`src/rtl/baser_257b_transcoder_if.sv`:
```
// rtl/baser_257b_transcoder_if.sv - 66b block input and 257b transcoded output stream bundle
interface baser_257b_transcoder_if #(
    parameter int BLK_WIDTH = 66,
    parameter int TC_WIDTH  = 257
);
    logic                 i_valid;
    logic [BLK_WIDTH-1:0] i_block;
    logic                 o_ready;
    logic [TC_WIDTH-1:0]  o_tx_coded;
    logic                 o_valid;
    logic                 i_ready;
    logic                 o_hdr_err;

    modport slave (
        input  i_valid,
        input  i_block,
        output o_ready,
        output o_tx_coded,
        output o_valid,
        input  i_ready,
        output o_hdr_err
    );

    modport master (
        output i_valid,
        output i_block,
        input  o_ready,
        input  o_tx_coded,
        input  o_valid,
        output i_ready,
        input  o_hdr_err
    );
endinterface

```
`src/rtl/baser_257b_transcoder.sv`:
```
// rtl/baser_257b_transcoder.sv - packs four 64b/66b blocks into one 257b transcoded block
module baser_257b_transcoder #(
    parameter int DATA_WIDTH = 64,
    parameter int SH_WIDTH   = 2,
    parameter int BLK_WIDTH  = DATA_WIDTH + 2,
    parameter int TC_WIDTH   = 4 * DATA_WIDTH + 1,
    parameter int NUM_BLOCKS = 4
) (
    input  logic                       clk,
    input  logic                       i_rst_n,
    baser_257b_transcoder_if.slave     bus,
    output logic [31:0]                o_xcode_count,
    output logic [31:0]                o_ctrl_count,
    output logic [31:0]                o_hdr_err_count
);

    logic [1:0]            slot_k;
    logic [DATA_WIDTH-1:0] slot_pay [NUM_BLOCKS-1];
    logic [NUM_BLOCKS-2:0] slot_h;
    logic [NUM_BLOCKS-2:0] slot_err;

    logic [SH_WIDTH-1:0]   in_sync;
    logic                  in_h;
    logic                  in_err;
    logic                  accept;
    logic                  load;
    logic                  drain;

    logic [DATA_WIDTH-1:0] pay [NUM_BLOCKS];
    logic [NUM_BLOCKS-1:0] hv;
    logic [NUM_BLOCKS-1:0] ev;
    int                    first_ctrl;
    logic [TC_WIDTH-1:0]   tc;

    assign in_sync = bus.i_block[SH_WIDTH-1:0];
    assign in_h    = (in_sync == 2'b01);
    assign in_err  = (in_sync[0] == in_sync[1]);

    // Slot 3 never waits in the accumulator: the group is transcoded straight off the input.
    assign bus.o_ready = (slot_k != 2'd3) || !bus.o_valid || bus.i_ready;
    assign accept      = bus.i_valid && bus.o_ready;
    assign load        = accept && (slot_k == 2'd3);
    assign drain       = bus.o_valid && bus.i_ready;

    always_comb begin
        for (int k = 0; k < NUM_BLOCKS - 1; k++) begin
            pay[k] = slot_pay[k];
        end
        pay[NUM_BLOCKS-1] = bus.i_block[BLK_WIDTH-1:SH_WIDTH];
        hv = {in_h, slot_h};
        ev = {in_err, slot_err};
    end

    always_comb begin
        first_ctrl = NUM_BLOCKS;
        for (int k = NUM_BLOCKS - 1; k >= 0; k--) begin
            if (!hv[k]) begin
                first_ctrl = k;
            end
        end
    end

    // The first control block gives up its low type nibble to make room for the 4b header map.
    always_comb begin
        tc = '0;
        if (&hv) begin
            tc = {pay[3], pay[2], pay[1], pay[0], 1'b1};
        end else begin
            tc[4:1] = hv;
            for (int k = 0; k < NUM_BLOCKS; k++) begin
                if (k < first_ctrl) begin
                    tc[5 + DATA_WIDTH*k +: DATA_WIDTH] = pay[k];
                end else if (k == first_ctrl) begin
                    tc[5 + DATA_WIDTH*k +: DATA_WIDTH-4] = {pay[k][DATA_WIDTH-1:8], pay[k][7:4]};
                end else begin
                    tc[1 + DATA_WIDTH*k +: DATA_WIDTH] = pay[k];
                end
            end
        end
    end

    always_ff @(posedge clk or negedge i_rst_n) begin
        if (!i_rst_n) begin
            slot_k   <= 2'd0;
            slot_h   <= '0;
            slot_err <= '0;
            for (int s = 0; s < NUM_BLOCKS - 1; s++) begin
                slot_pay[s] <= '0;
            end
        end else if (accept) begin
            slot_k <= slot_k + 2'd1;
            for (int s = 0; s < NUM_BLOCKS - 1; s++) begin
                if (slot_k == 2'(s)) begin
                    slot_pay[s] <= bus.i_block[BLK_WIDTH-1:SH_WIDTH];
                    slot_h[s]   <= in_h;
                    slot_err[s] <= in_err;
                end
            end
        end
    end

    always_ff @(posedge clk or negedge i_rst_n) begin
        if (!i_rst_n) begin
            bus.o_valid    <= 1'b0;
            bus.o_tx_coded <= '0;
            bus.o_hdr_err  <= 1'b0;
        end else if (load) begin
            bus.o_valid    <= 1'b1;
            bus.o_tx_coded <= tc;
            bus.o_hdr_err  <= |ev;
        end else if (drain) begin
            bus.o_valid    <= 1'b0;
        end
    end

    always_ff @(posedge clk or negedge i_rst_n) begin
        if (!i_rst_n) begin
            o_xcode_count   <= '0;
            o_ctrl_count    <= '0;
            o_hdr_err_count <= '0;
        end else begin
            if (drain) begin
                o_xcode_count <= o_xcode_count + 32'd1;
                if (!bus.o_tx_coded[0]) begin
                    o_ctrl_count <= o_ctrl_count + 32'd1;
                end
            end
            if (accept && in_err) begin
                o_hdr_err_count <= o_hdr_err_count + 32'd1;
            end
        end
    end

endmodule

```
`src/flat_wrapper.sv`:
```
// flat-port wrapper written by rule: the top's interface ports become plain ports
module baser_257b_transcoder_flat 
#(
    parameter int DATA_WIDTH = 64,
    parameter int SH_WIDTH   = 2,
    parameter int BLK_WIDTH  = DATA_WIDTH + 2,
    parameter int TC_WIDTH   = 4 * DATA_WIDTH + 1,
    parameter int NUM_BLOCKS = 4
)
  (clk, i_rst_n, o_xcode_count, o_ctrl_count, o_hdr_err_count, bus_i_valid, bus_i_block, bus_o_ready, bus_o_tx_coded, bus_o_valid, bus_i_ready, bus_o_hdr_err);
  baser_257b_transcoder_if #(.BLK_WIDTH(BLK_WIDTH), .TC_WIDTH(TC_WIDTH)) bus_i ();
  input  logic clk;
  input  logic i_rst_n;
  output logic [31:0] o_xcode_count;
  output logic [31:0] o_ctrl_count;
  output logic [31:0] o_hdr_err_count;
  input wire logic [$bits(bus_i.i_valid)-1:0] bus_i_valid;
  input wire logic [$bits(bus_i.i_block)-1:0] bus_i_block;
  output wire logic [$bits(bus_i.o_ready)-1:0] bus_o_ready;
  output wire logic [$bits(bus_i.o_tx_coded)-1:0] bus_o_tx_coded;
  output wire logic [$bits(bus_i.o_valid)-1:0] bus_o_valid;
  input wire logic [$bits(bus_i.i_ready)-1:0] bus_i_ready;
  output wire logic [$bits(bus_i.o_hdr_err)-1:0] bus_o_hdr_err;
  assign bus_i.i_valid = bus_i_valid;
  assign bus_i.i_block = bus_i_block;
  assign bus_o_ready = bus_i.o_ready;
  assign bus_o_tx_coded = bus_i.o_tx_coded;
  assign bus_o_valid = bus_i.o_valid;
  assign bus_i.i_ready = bus_i_ready;
  assign bus_o_hdr_err = bus_i.o_hdr_err;
  baser_257b_transcoder #(.DATA_WIDTH(DATA_WIDTH), .SH_WIDTH(SH_WIDTH), .BLK_WIDTH(BLK_WIDTH), .TC_WIDTH(TC_WIDTH), .NUM_BLOCKS(NUM_BLOCKS)) u_core (.clk(clk), .i_rst_n(i_rst_n), .bus(bus_i), .o_xcode_count(o_xcode_count), .o_ctrl_count(o_ctrl_count), .o_hdr_err_count(o_hdr_err_count));
endmodule
```
`config.mk`:
```
export PLATFORM = sky130hd
export DESIGN_NAME = baser_257b_transcoder_flat
export DESIGN_NICKNAME = d
export VERILOG_FILES = /design/src/rtl/baser_257b_transcoder_if.sv /design/src/rtl/baser_257b_transcoder.sv /design/src/flat_wrapper.sv
export SDC_FILE = /design/constraint.sdc
export NUM_CORES = 1
export LEC_CHECK = 0
export CORE_ASPECT_RATIO = 0.8
export CORE_MARGIN = 5
export CORE_UTILIZATION = 39
export DETAILED_ROUTE_END_ITERATION = 8
export HOLD_SLACK_MARGIN = 0.06
export MAX_ROUTING_LAYER = met4
export PLACE_DENSITY = 0.71
export SYNTH_ARGS = -nofsm -noshare
export SYNTH_HDL_FRONTEND = slang
export SYNTH_SLANG_ARGS = --single-unit
```
`constraint.sdc`:
```
create_clock -name clk -period 1.9 [get_ports clk]
set_clock_uncertainty 0.05 [all_clocks]
set_input_delay 0.285 -clock clk [delete_from_list [all_inputs] [get_ports clk]]
set_output_delay 0.285 -clock clk [all_outputs]
set_load 0.005 [all_outputs]
```
# --- Word-level counts from Yosys, hierarchy flattened ---
# Index checks and enable logic that the tools add are counted.
# W data, S select, Z words.
word_totals:
  inputBits: 70
  reg_bits: 555
  word_cells: 73
classes:
  n_mux: 23
  bitwise: 1
  addsub: 4
  n_lt_le_gt_ge: 4
  reduce_logical: 16
  n_eq_ne: 9
ops:
  columns: ["op", "n"]
  rows:
  - ["$mux W256", 1]
  - ["$mux W60", 4]
  - ["$add A32 B1 Y32 const B", 3]
  - ["$mux W4", 11]
  - ["$logic_not A32 Y1", 1]
  - ["$mux W3", 4]
  - ["$reduce_and A2 Y1", 4]
  - ["$eq A2 B3 Y1 const A", 2]
  - ["$lt A1 B3 Y1 const A", 2]
  - ["$lt A2 B3 Y1 const A", 2]
  - ["$eq A2 B1 Y1 const B", 2]
  - ["$eq A2 B2 Y1 const B", 2]
  - ["$logic_and A1 B1 Y1", 4]
  - ["$reduce_and A4 Y1", 1]
  - ["$reduce_or A4 Y1", 1]
  - ["$eq A1 B3 Y1 const A", 1]
  - ["$mux W1", 3]
  - ["$add A2 B1 Y2 const B", 1]
  - ["$logic_not A2 Y1", 1]
  - ["$logic_or A1 B1 Y1", 2]
  - ["$ne A2 B2 Y1 const B", 1]
  - ["$reduce_bool A2 Y1", 1]
  - ["$eq A1 B1 Y1", 1]
  - ["$logic_not A1 Y1", 1]
  - ["$not A1 Y1", 1]

# --- Longest topological paths before layout ---
# Gate-level depths: netlist (run 1).
logic_depth:
  ltp_word: 10
  ltp_mapped: 8

# --- Worst setup path before layout (run 1) ---
# OpenSTA, ideal clock, no wires.
synth_path:
  path_kind: "flip-flop to flip-flop"
  start: "register u_core.slot_k[0]"
  end: "register u_core.slot_pay (netlist bit u_core.pay[100])"
  period_less_slack_ps: 1967
  arrival_time_ps: 1792
  n_path_buf: 3
  stages_incl_launch_ff: 9
  slack_ps: -67
  path_cell_list: "dfrtp_1 -> ha_1 -> nand3b_1 -> and2_1 -> buf_2 -> nand2_1 -> buf_2 -> buf_4 -> mux2_2"
synth_between:
  elab_chain_cells: 5
  elab_cells_between_ends: 6
  classes_between: "2 x eq/ne; 4 x reduce/logical"
synth_lines:
  columns: ["item", "line_no", "rtl"]
  rows:
  - ["start: declaration", "baser_257b_transcoder.sv:17", "logic [1:0] slot_k;"]
  - ["start signal: assignment", "baser_257b_transcoder.sv:91", "slot_k <= slot_k + 2'd1;"]
  - ["$ne A2 B2 Y1", "baser_257b_transcoder.sv:40", "assign bus.o_ready = (slot_k != 2'd3) || !bus.o_valid || bus.i_ready;"]
  - ["$logic_or A1 B1 Y1 (2 in a row)", "baser_257b_transcoder.sv:40", null]
  - ["net bus_o_ready", "flat_wrapper.sv:19", "output wire logic [$bits(bus_i.o_ready)-1:0] bus_o_ready;"]
  - ["$logic_and A1 B1 Y1", "baser_257b_transcoder.sv:41", "assign accept = bus.i_valid && bus.o_ready;"]
  - ["$reduce_and A2 Y1 (no line)", null, null]
  - ["end signal: indexed assignment", "baser_257b_transcoder.sv:94", "slot_pay[s] <= bus.i_block[BLK_WIDTH-1:SH_WIDTH];"]
  - ["end: declaration", "baser_257b_transcoder.sv:18", "logic [DATA_WIDTH-1:0] slot_pay [NUM_BLOCKS-1];"]
# The timed path passes the listed nets, and every way through them passes these cells.
# A chain may end at the register's enable or synchronous reset.

# --- Worst setup path after layout (run 1) ---
layout_path:
  start: "register u_core.slot_k[1]"
  end: "register u_core.slot_pay (netlist bit u_core.pay[123])"
layout_between:
  elab_chain_cells: 5
  elab_cells_between_ends: 6
  classes_between: "2 x eq/ne; 4 x reduce/logical"
layout_lines:
  columns: ["item", "line_no"]
  rows:
  - ["$ne A2 B2 Y1", "baser_257b_transcoder.sv:40"]
  - ["$logic_or A1 B1 Y1 (2 in a row)", "baser_257b_transcoder.sv:40"]
  - ["$logic_and A1 B1 Y1", "baser_257b_transcoder.sv:41"]
  - ["$reduce_and A2 Y1 (no line) *", null]
# Mark *: on every way between the ends. The rest lies on a longest branch, timed or not.

==> summary.md, run 1 <==
| Metric | Value |
|---|---|
| CTS Root Cell | clkbuf_16 |
| Top cells by area, synth | dfrtp_1, mux2i_1, mux2_2, o21ai_0, nand2_1 |
| Dpl hpwl | ~53,000 µm |
| Nets | around 2,600 |
| Post-synthesis register bit count | around 560 |
| Status | finished with violations |
| GRT busiest layer | met2 |
| Post-layout min period | 2.03 ns |
| Met1 Usage GRT | approximately a third |
| Final number of hold-violating endpoints | 0 |
| Vias in the first global route | around 18,000 |
| Clk_lat worst skew | around 0.61 ns |
| Commonest non-fill, non-tap cell in the layout | dfrtp_1 |
| Most frequent cells in the layout | dfrtp_1, clkdlybuf4s50_1, nand2_1 |
| Unrepaired setup endpoints after global routing | yes |
| Clock Sinks | approximately 560 |
| Final Cycle Share | 107% |
| Max cap viols | 0 |
| Power Density | around 1500 nW/µm² |
| Rows | 80 |
| Part of the power in registers | 42.2% |
| Final Max Tran Viols | 0 |
| Post-synthesis sequential area ratio | approximately three fifths |
| Residual DRC count | 0 |
| Largest net degree at the start of global routing | 85 |
| Worst-Margin Slew | between 0.8 and 0.9 ns |
| Worst hold slack | between 0.1 and 0.15 ns |
| Worst path buffer plus inverter count | 2 |
| Net count after synthesis | 2,028 |
| Synth Flop Type | dfrtp_1 |
| Leakage | between 0.015 and 0.02 µW |
| DRT antenna net count | 0 |
| Sw power | about 16,000 µW |
| Grt ovf | 0 |
| I/O pins | approximately 430 |
| Placed instance area | 29,900 µm² |
| Design Power | ~50,000 µW |
| Yosys top cell by area | dfrtp_1 |
| Worst setup slack after layout | -0.130 ns |
| EDFF count, synth | 0 |
| Crit path max-delay family | simple AND/OR/NAND/NOR gates |
| Critical Path RT | approximately 2.3 ns |
| Post-Syn Area | 23,600 µm² |
| Failing checks | setup timing |
| Fin util | between 50 and 60% |
| Finished Cell Area | about 33,000 µm² |
| Total CTS buffers | 56 |
| Largest vdd supply drop | between 0.8 and 0.9 mV |
| P_int | 33,000 µW |
| Async S/R FF share, synth | 100% |
| Die Height | between 200 and 250 µm |
| Pre-antenna DRT Iters | 5 |
| Setup violators final | between 200 and 250 |
| FF-to-FF End | u_core.pay[123] |
| GRT Resource Usage Total | 23.4% |
| CP peak stage delay | roughly 0.36 ns |
| FF-to-FF Start | u_core.slot_k[1] |
| Net switching fraction of the power | 33.0% |
| Slowest cell on the critical path | mux2_2 |
| Worst reg2reg path depth | 7 |
| Buffers on Ports | 425 |
| Area share of the largest cell type after synthesis | 58.9% |
| Share of cells above drive strength 1 | ~22% |
| Syn Inst Count | about 1,900 |
| First-pass GRT wire length | ~120,000 µm |
| Max FO, Critical Path | 17 |
| Avg Cell Area, Syn | between 10 and 15 µm² |
| Met3 Use GR | under 10% |
| Max clock buf depth | 3 |
| R2r setup slk | -0.13 ns |
| Routed WL | 77,100 µm |
| Reg clk slew, reported paths | about 0.060 ns |
| Met2 Usage GRT | a little over a third |
| Worst Hold Class | in2async |
| Via density | 5.29 |
| Critical path launch point type | register |
| Logic pwr share | between 30% and 40% |
| Routability congestion estimate | roughly 0.94 |
| Max Freq | 0.493 GHz |
| Area Growth Syn to Fin | 39.5% |
| Die span in x | between 200 and 300 µm |
| CTS tree | built |
| Nature of the critical path endpoint | register |
| Clock power frac | between 20% and 30% |
| Netlist cell types | 33 |
| Initial antenna violation count | 3 |
| Critical path, cell by cell | ha_2 > nand3b_1 > buf_6 > and2_4 > nand2_8 > buf_16 > mux2_2 |
| CP arrival | between 2 and 2.5 ns |
| Worst rel slew slack | between 40% and 50% |
| Initial Util | 39.5% |
| Yosys warnings | 0 |
| DRT iter0 DRCs | between 1,000 and 1,500 |
| H-tree depth | 2 |
| Worst Path Class, Setup | reg2reg |
| Core box area | ~60,000 µm² |
| Vias | between 15,000 and 20,000 |
| Wirelength per Cell | between 20 and 25 µm |
| Die area | between 60,000 and 70,000 µm² |
-- area by class of cell --
cell class	count	area, µm²
Multi-Input combinational cell	1272	9430
Tap cell	779	975
Sequential cell	555	13900
Antenna cell	6	15.0
Fill cell	4956	26800
Clock buffer	79	1630
Timing Repair Buffer	653	6700
Clock inverter	21	231
Inverter	7	26.3
-- state kept, by name (all words and copies together) (netlist names) --
name / cells
u_core.bus.o_tx_coded: 257
u_core.pay: 192
u_core.o_ctrl_count: 32
u_core.o_hdr_err_count: 32
u_core.o_xcode_count: 32
u_core.slot_err: 3
u_core.slot_h: 3
u_core.slot_k: 2
u_core.bus.o_hdr_err: 1
u_core.bus.o_valid: 1
-- synth_stat cells, types with 2 or more instances --
master	instances
nor3b_1	2
dfrtp_1	555
clkbuf_1	57
nand2_1	297
and3_1	18
mux2i_1	253
and2_1	8
xor2_1	25
buf_2	39
buf_4	12
nor3_1	12
buf_1	6
mux2_2	201
inv_1	7
nand4_1	42
nand4b_1	3
nand2b_1	3
nand3_1	34
o21ai_0	261
xnor2_1	69
nor4_2	5
buf_6	2
and4_1	6
nor4_1	6
nor2_1	10
ha_1	9
-- power groups by stage --
stage | clock, µW | combinational, µW | sequential (µW)
CTS | 11600 | 17000 | 20800
detailed placement | 0 | 16700 | 21000
global route | 12100 | 18800 | 21300
floorplan | 0 | 7630 | 19500
global placement | 0 | 16300 | 20800
finish | 11300 | 17200 | 20800
-- cells by family (layout without fill, tap and decap cells) --
group                      after synthesis  after routing  synth area share (%)
xor gates and xnor gates                94             94                  3.49
adders and majority gates                9              9                 0.477
AOI/OAI and AO/OA                      262            262                  5.56
buffers and inverters                  123            760                  2.42
muxes                                  454            454                  20.3
other                                    0              6                     0
and+or+nand+nor                        452            453                  8.84
DFF                                    555            555                  58.9
-- stage by stage --
stage	TNS [ns]	cells	worst slack [ns]
after floorplan	-2.17	1949	-0.0180
after global placement	-154.03	3172	-0.654
after detailed placement	-168.81	3172	-0.681
after CTS	-16.07	3347	-0.135
after global routing	-29.69	3369	-0.183
final	-16.54	3372	-0.130
-- metal layers --
layer  part of all wire [%]  wire, µm
met2                     46     35900
met4                    2.0      1580
met5                      0         0
met3                    7.5      5760
met1                     44     33900
-- how the worst max path moves through the flow --
stage	from	endpoint	slack (ns)	depth (start not counted)
final	u_core.slot_k[1]	u_core.pay[123]	-0.13	7
after global routing	u_core.slot_k[0]	u_core.o_hdr_err_count[13]	-0.18	7
after CTS	u_core.slot_k[0]	u_core.slot_h[2]	-0.14	7
after detailed placement	bus_i_block[1]	u_core.o_hdr_err_count[13]	-0.68	8
after global placement	bus_i_block[1]	u_core.o_hdr_err_count[13]	-0.65	8
after floorplan	u_core.slot_k[0]	u_core.pay[100]	-0.02	8
-- timing repair --
action                                 CTS  global route
gates resized for setup                137            71
hold buffers                             1             0
endpoints found under the hold margin  495             0
setup endpoints to repair              345           264
pin swaps                               14            13
buffers inserted                        70            12
cloned                                   5             7
Note: power is estimated with default switching activity, not from simulation.
==> inputs of run 2 (changes only) <==
--- a/config.mk
+++ b/config.mk
@@ -5,6 +5,7 @@
 export SDC_FILE = /design/constraint.sdc
 export NUM_CORES = 1
 export LEC_CHECK = 0
+export CAP_MARGIN = 40
 export CORE_ASPECT_RATIO = 0.8
 export CORE_MARGIN = 5
 export CORE_UTILIZATION = 39
==> run 2 against run 1 <==
- the flow still finishes with violations (setup timing)
- fmax increased by 1.6%
- total power increased by 2.3%
- flip-flop and latch count unchanged
- non-clock buffer count increased by 9
- critical path type unchanged
==> summary.md, run 2 (synthesis results as in run 1) <==
| Metric | Value |
|---|---|
| Status | finished with violations |
| Failing checks | setup timing |
| Clock Sinks | 555 (unchanged) |
| H-tree depth | 2 (unchanged) |
| Design Power | 50,400 µW (+2.3%) |
| Area Growth Syn to Fin | 40.6% |
| Most frequent cells in the layout | dfrtp_1, clkdlybuf4s50_1, nand2_1 |
| Initial antenna violation count | 1 (-2) |
| Clk_lat worst skew | 0.61 ns (about the same) |
| Max cap viols | 0 (unchanged) |
| Post-layout min period | 2.00 ns (-0.0323 ns) |
| Fin util | 55.5% (+0.40 points) |
| Filler cells | 4,908 (-0.97%) |
| Largest vdd supply drop | 0.869 mV (-1.4%) |
| Total CTS buffers | 58 (+3.6%) |
| Final Cycle Share | 105% (-1.7 points) |
| Max clock buf depth | 3 (unchanged) |
| Final number of hold-violating endpoints | 0 (unchanged) |
| Largest net degree at the start of global routing | 85 (unchanged) |
| Rows | 80 (unchanged) |
| Share of cells above drive strength 1 | 22.7% (+0.53 points) |
| Routed WL | 78,000 µm (+1.1%) |
| Buffers on Ports | 425 (unchanged) |
| Leakage | 0.0159 µW (about the same) |
| Pre-antenna DRT Iters | 7 (+2) |
| Setup violators final | 184 (-12%) |
| Die area | 65,500 µm² (unchanged) |
| Nature of the critical path endpoint | register |
| Max Freq | 0.501 GHz (+1.6%) |
| Final Max Tran Viols | 0 (unchanged) |
| Critical path launch point type | register |
| Dpl hpwl | 53,400 µm (+0.14%) |
| Grt ovf | 0 (unchanged) |
| CP arrival | 2.47 ns (about the same) |
| Worst Path Class, Setup | reg2reg |
| Routability congestion estimate | 0.936 (unchanged) |
| Largest register FFs | 257 (unchanged) |
| First-pass GRT wire length | 116,000 µm (-0.29%) |
| Worst rel slew slack | 57.6% (+16 points) |
| Top reg by flops | u_core.bus.o_tx_coded |
| Reg clk slew, reported paths | 0.06 ns (about the same) |
| CTS tree | built |
| Worst setup slack after layout | -0.0979 ns (+0.0323 ns) |
| Worst-Margin Slew | 0.634 ns (-0.235 ns) |
| DRT iter0 DRCs | 1,174 (+2.5%) |
| Worst Hold Class | in2async |
| Initial Util | 39.5% (unchanged) |
| Power Density | 1520 nW/µm² (+1.6%) |
| Core box area | 59,800 µm² (unchanged) |
| Via density | 5.27 (-0.29%) |
| Die span in x | 285 µm (unchanged) |
| Vias | 17,800 (-0.022%) |
| Wirelength per Cell | 23.1 µm (+0.81%) |
| Nets | 2,635 (+0.42%) |
| Vias in the first global route | 18,500 (+0.40%) |
| GRT Resource Usage Total | 23.3% (-0.070 points) |
| Commonest non-fill, non-tap cell in the layout | dfrtp_1 |
| Critical Path RT | 2.37 ns (+0.04 ns) |
| I/O pins | 426 (unchanged) |
| Worst reg2reg path depth | 7 (unchanged) |
| DRT antenna net count | 0 (unchanged) |
| Max FO, Critical Path | 5 (-12) |
| Die Height | 230 µm (unchanged) |
| CTS Root Cell | clkbuf_16 |
| Residual DRC count | 0 (unchanged) |
| Unrepaired setup endpoints after global routing | yes |
[run 2: through the flow]
stage                     instances  worst slack (ns)  setup TNS (ns)  instance area (µm²)  hold slack [ns]
after global routing           3380            -0.169          -19.51                33200           0.0933
after floorplan                1949           -0.0180           -2.17                23600          -0.0606
after detailed placement       3173            -0.680         -167.38                29900            0.139
after global placement         3172            -0.654         -154.03                29900            0.137
after CTS                      3344            -0.113          -0.214                32600           0.0745
final                          3381           -0.0979           -6.34                33200            0.104
[run 2: metal layers]
layer	vias to the layer above	track usage (%)	part of all wire, %
met4	0	4.55	1.8
met3	97	5.68	7.0
met2	575	36.4	47
li1	8049	-	-
met5	-	-	0
met1	9103	31.6	45
[run 2: timing repair]
action,4_1_cts,5_1_grt
gates resized for setup,123,56
hold buffers,1,0
pin swaps,10,13
endpoints found under the setup margin,329,282
buffers inserted,62,28
endpoints found under the hold margin,488,0
gates cloned,4,9
[run 2: final cells by class]
cell class              count  area (µm²)  area share (%)
flip-flops and latches    555       13900            42.0
multi-input cells        1272        9400            28.3
repair buffers            662        6780            20.4
clock buffers              76        1660            5.01
well taps                 779         975            2.94
clock inverters            29         405            1.22
inverters                   7        26.3          0.0793
diodes                      1        2.50         0.00755
[run 2: where the power goes]
group	leakage, µW	internal, µW	switching [µW]
sequential	0.00694	16600	4170
combinational	0.00792	9890	7400
clock	0.000990	7370	4920
[run 2: worst max-delay path: stages, from the launching register on]
cell	delay, ns
dfrtp_1	0.39
ha_2	0.20
nand3b_1	0.13
buf_6	0.13
or4b_4	0.54
buf_4	0.19
nor3_4	0.13
xor2_1	0.17
[run 2: path summary, 6_finish.rpt]
path,slack (ns),start,endpoint
max in group asynchronous,0.80,i_rst_n,u_core.o_ctrl_count[10]
min,0.10,i_rst_n,u_core.o_xcode_count[22]
min in group clk,0.37,bus_i_block[62],u_core.pay[188]
max,-0.1,u_core.slot_k[1],u_core.o_hdr_err_count[29]
min reg2reg,0.43,u_core.bus.o_tx_coded[162],u_core.bus.o_tx_coded[162]
max reg2reg,-0.1,u_core.slot_k[1],u_core.o_hdr_err_count[29]
==> inputs of run 3 (changes only) <==
--- a/config.mk
+++ b/config.mk
@@ -13,6 +13,7 @@
 export HOLD_SLACK_MARGIN = 0.06
 export MAX_ROUTING_LAYER = met4
 export PLACE_DENSITY = 0.71
+export SETUP_SLACK_MARGIN = 0.02
 export SYNTH_ARGS = -nofsm -noshare
 export SYNTH_HDL_FRONTEND = slang
 export SYNTH_SLANG_ARGS = --single-unit
==> run 3 against run 2 <==
- the flow still finishes with violations (setup timing)
- worst setup slack gained 0.0024 ns
- cell area down 1.1%
- fmax is 0.12% higher
- routed wire length shrank 2.4%
- register-to-register slack about the same
- total power decreased by 3.0%
- largest cell class unchanged
- highest routed layer unchanged
==> summary.md, run 3 (synthesis results as in run 1) <==
| Metric | Value |
|---|---|
| Status | finished with violations |
| Failing checks | setup timing |
| Slowest cell on the critical path | dfrtp_1 |
| CP arrival | 2.41 ns (-0.06 ns) |
| CTS tree | built |
| Worst Hold Class | in2async |
| Max Freq | 0.501 GHz (+0.12%) |
| Max clock buf depth | 3 (unchanged) |
| Dpl hpwl | 52,400 µm (-1.9%) |
| Residual DRC count | 0 (unchanged) |
| Die span in x | 285 µm (unchanged) |
| First-pass GRT wire length | 114,000 µm (-1.8%) |
| Post-layout min period | 2.00 ns (-0.00239 ns) |
| Area Growth Syn to Fin | 39.1% |
| Placed Instances | 3,166 (-0.22%) |
| Final number of hold-violating endpoints | 0 (unchanged) |
| Clk_lat worst skew | 0.59 ns (-0.02 ns) |
| Vias | 17,700 (-0.47%) |
| Initial Util | 39.5% (unchanged) |
| R2r setup slk | -0.1 ns (about the same) |
| Power Density | 1490 nW/µm² (-1.9%) |
| DRT iter0 DRCs | 1,193 (+1.6%) |
| Max cap viols | 0 (unchanged) |
| Largest net degree at the start of global routing | 77 (-9.4%) |
| CP peak stage delay | 0.40 ns (-0.14 ns) |
| Commonest non-fill, non-tap cell in the layout | dfrtp_1 |
| Total CTS buffers | 55 (-5.2%) |
| Routed WL | 76,100 µm (-2.4%) |
| Grt ovf | 0 (unchanged) |
| Rows | 80 (unchanged) |
| Share of cells above drive strength 1 | 22.0% (-0.64 points) |
| Via density | 5.26 (-0.14%) |
| I/O pins | 426 (unchanged) |
| CTS Root Cell | clkbuf_16 |
| Nature of the critical path endpoint | register |
| Nets | 2,633 (-0.076%) |
| Initial antenna violation count | 1 (unchanged) |
| Design Power | 48,900 µW (-3.0%) |
| Core box area | 59,800 µm² (unchanged) |
| Largest vdd supply drop | 0.853 mV (-1.8%) |
| Pre-antenna DRT Iters | 7 (unchanged) |
| Critical Path RT | 2.32 ns (-0.05 ns) |
| Setup violators final | 200 (+8.7%) |
| Most frequent cells in the layout | dfrtp_1, clkdlybuf4s50_1, nand2_1 |
| Final std cells w/o fill | 3,370 (-0.33%) |
| Worst hold slack | 0.159 ns (+0.0549 ns) |
| Worst rel slew slack | 63.3% (+5.7 points) |
| Worst setup slack after layout | -0.0955 ns (+0.00239 ns) |
| DRT antenna net count | 0 (unchanged) |
| Worst Path Class, Setup | reg2reg |
| Worst-Margin Slew | 0.546 ns (-0.0886 ns) |
| Final Cycle Share | 105% (-0.13 points) |
| Reg clk slew, reported paths | 0.06 ns (about the same) |
| Die Height | 230 µm (unchanged) |
| Leakage | 0.0156 µW (-1.3%) |
| Die area | 65,500 µm² (unchanged) |
| Top reg by flops | u_core.bus.o_tx_coded |
| Buffers on Ports | 425 (unchanged) |
| Unrepaired setup endpoints after global routing | yes |
| Max FO, Critical Path | 15 (+10) |
| H-tree depth | 2 (unchanged) |
| Clock Sinks | 555 (unchanged) |
| Final Max Tran Viols | 0 (unchanged) |
| GRT Resource Usage Total | 22.8% (-0.56 points) |
| Vias in the first global route | 18,400 (-0.71%) |
| Largest register FFs | 257 (unchanged) |
| Critical path, cell by cell | ha_4 > nand3b_1 > buf_6 > and2_4 > nand2_8 > buf_12 > mux2_2 |
| Critical path launch point type | register |
| Routability congestion estimate | 0.876 (-6.5%) |
| Wirelength per Cell | 22.6 µm (-2.1%) |
run 3: changes by cell type in the layout (fill, tap and decap cells not counted), sizes merged:
| cell | before | now |
|---|---|---|
| bufinv | 9 | 2 |
| dlymetal6s2s | 35 | 29 |
| clkdlybuf4s50 | 317 | 323 |
| clkinvlp | 10 | 2 |
| inv | 9 | 8 |
| clkbuf | 82 | 86 |
| clkdlybuf4s15 | 1 | 0 |
| buf | 231 | 233 |
run 3: routing by layer:
layer  vias up  track usage (%)  share of wire [%]
met3       101             5.76                7.7
met1      9044             30.5                 44
li1       8032                -                  -
met4         0             4.38                1.6
met5         -                -                  0
met2       564             35.7                 46
run 3: worst max-delay path, delay by kind of cell (launching register included):
| kind | cells | cell delay (ns) |
|---|---|---|
| fa+ha+maj | 1 | 0.16 |
| buf+inv | 2 | 0.36 |
| mux | 1 | 0.35 |
| flops | 1 | 0.40 |
| simple gates | 3 | 0.52 |
run 3: path summary, 6_finish.rpt:
check,startpoint,to,cells after the start
hold reg to reg,u_core.bus.o_tx_coded[47],u_core.bus.o_tx_coded[47],2
setup / recovery,u_core.slot_k[0],u_core.pay[101],7
min in group clk,bus_i_block[1],u_core.bus.o_tx_coded[0],6
hold / removal,i_rst_n,u_core.o_xcode_count[26],2
setup reg to reg,u_core.slot_k[0],u_core.pay[101],7
max in group asynchronous,i_rst_n,u_core.bus.o_tx_coded[38],3
run 3: repair_timing:
item / CTS / global route
resized for setup: 121 / 54
hold buffers: 1 / 0
setup buffers: 69 / 25
hold endpoints to repair: 555 / 0
cloned: 7 / 8
endpoints found under the setup margin: 340 / 267
pin swaps: 11 / 19
run 3: area by class of cell:
type	count	area [µm²]
Fill cell	4957	27000
Sequential cell	555	13900
Multi-Input combinational cell	1272	9440
Timing Repair Buffer	663	6700
Clock buffer	80	1620
Tap cell	779	975
Clock inverter	13	124
Inverter	7	26.3
Antenna cell	1	2.50
run 3: where the power goes:
group	internal, µW	switching, µW	leakage (µW)
Combinational	9890	7390	0.00784
Clock	6140	4580	0.000860
Sequential	16600	4250	0.00695
Total	32700	16200	0.0156
run 3: through the flow:
stage	worst slack, ns	instance area [µm²]	utilization, %	setup TNS (ns)
floorplan	0.0271	23700	-	0
global placement	-0.654	29700	49.7	-184.62
detailed placement	-0.660	29700	49.7	-191.81
CTS	-0.0818	32200	54.0	-5.80
global route	-0.143	32800	54.9	-22.73
finish	-0.0955	32800	54.9	-11.54
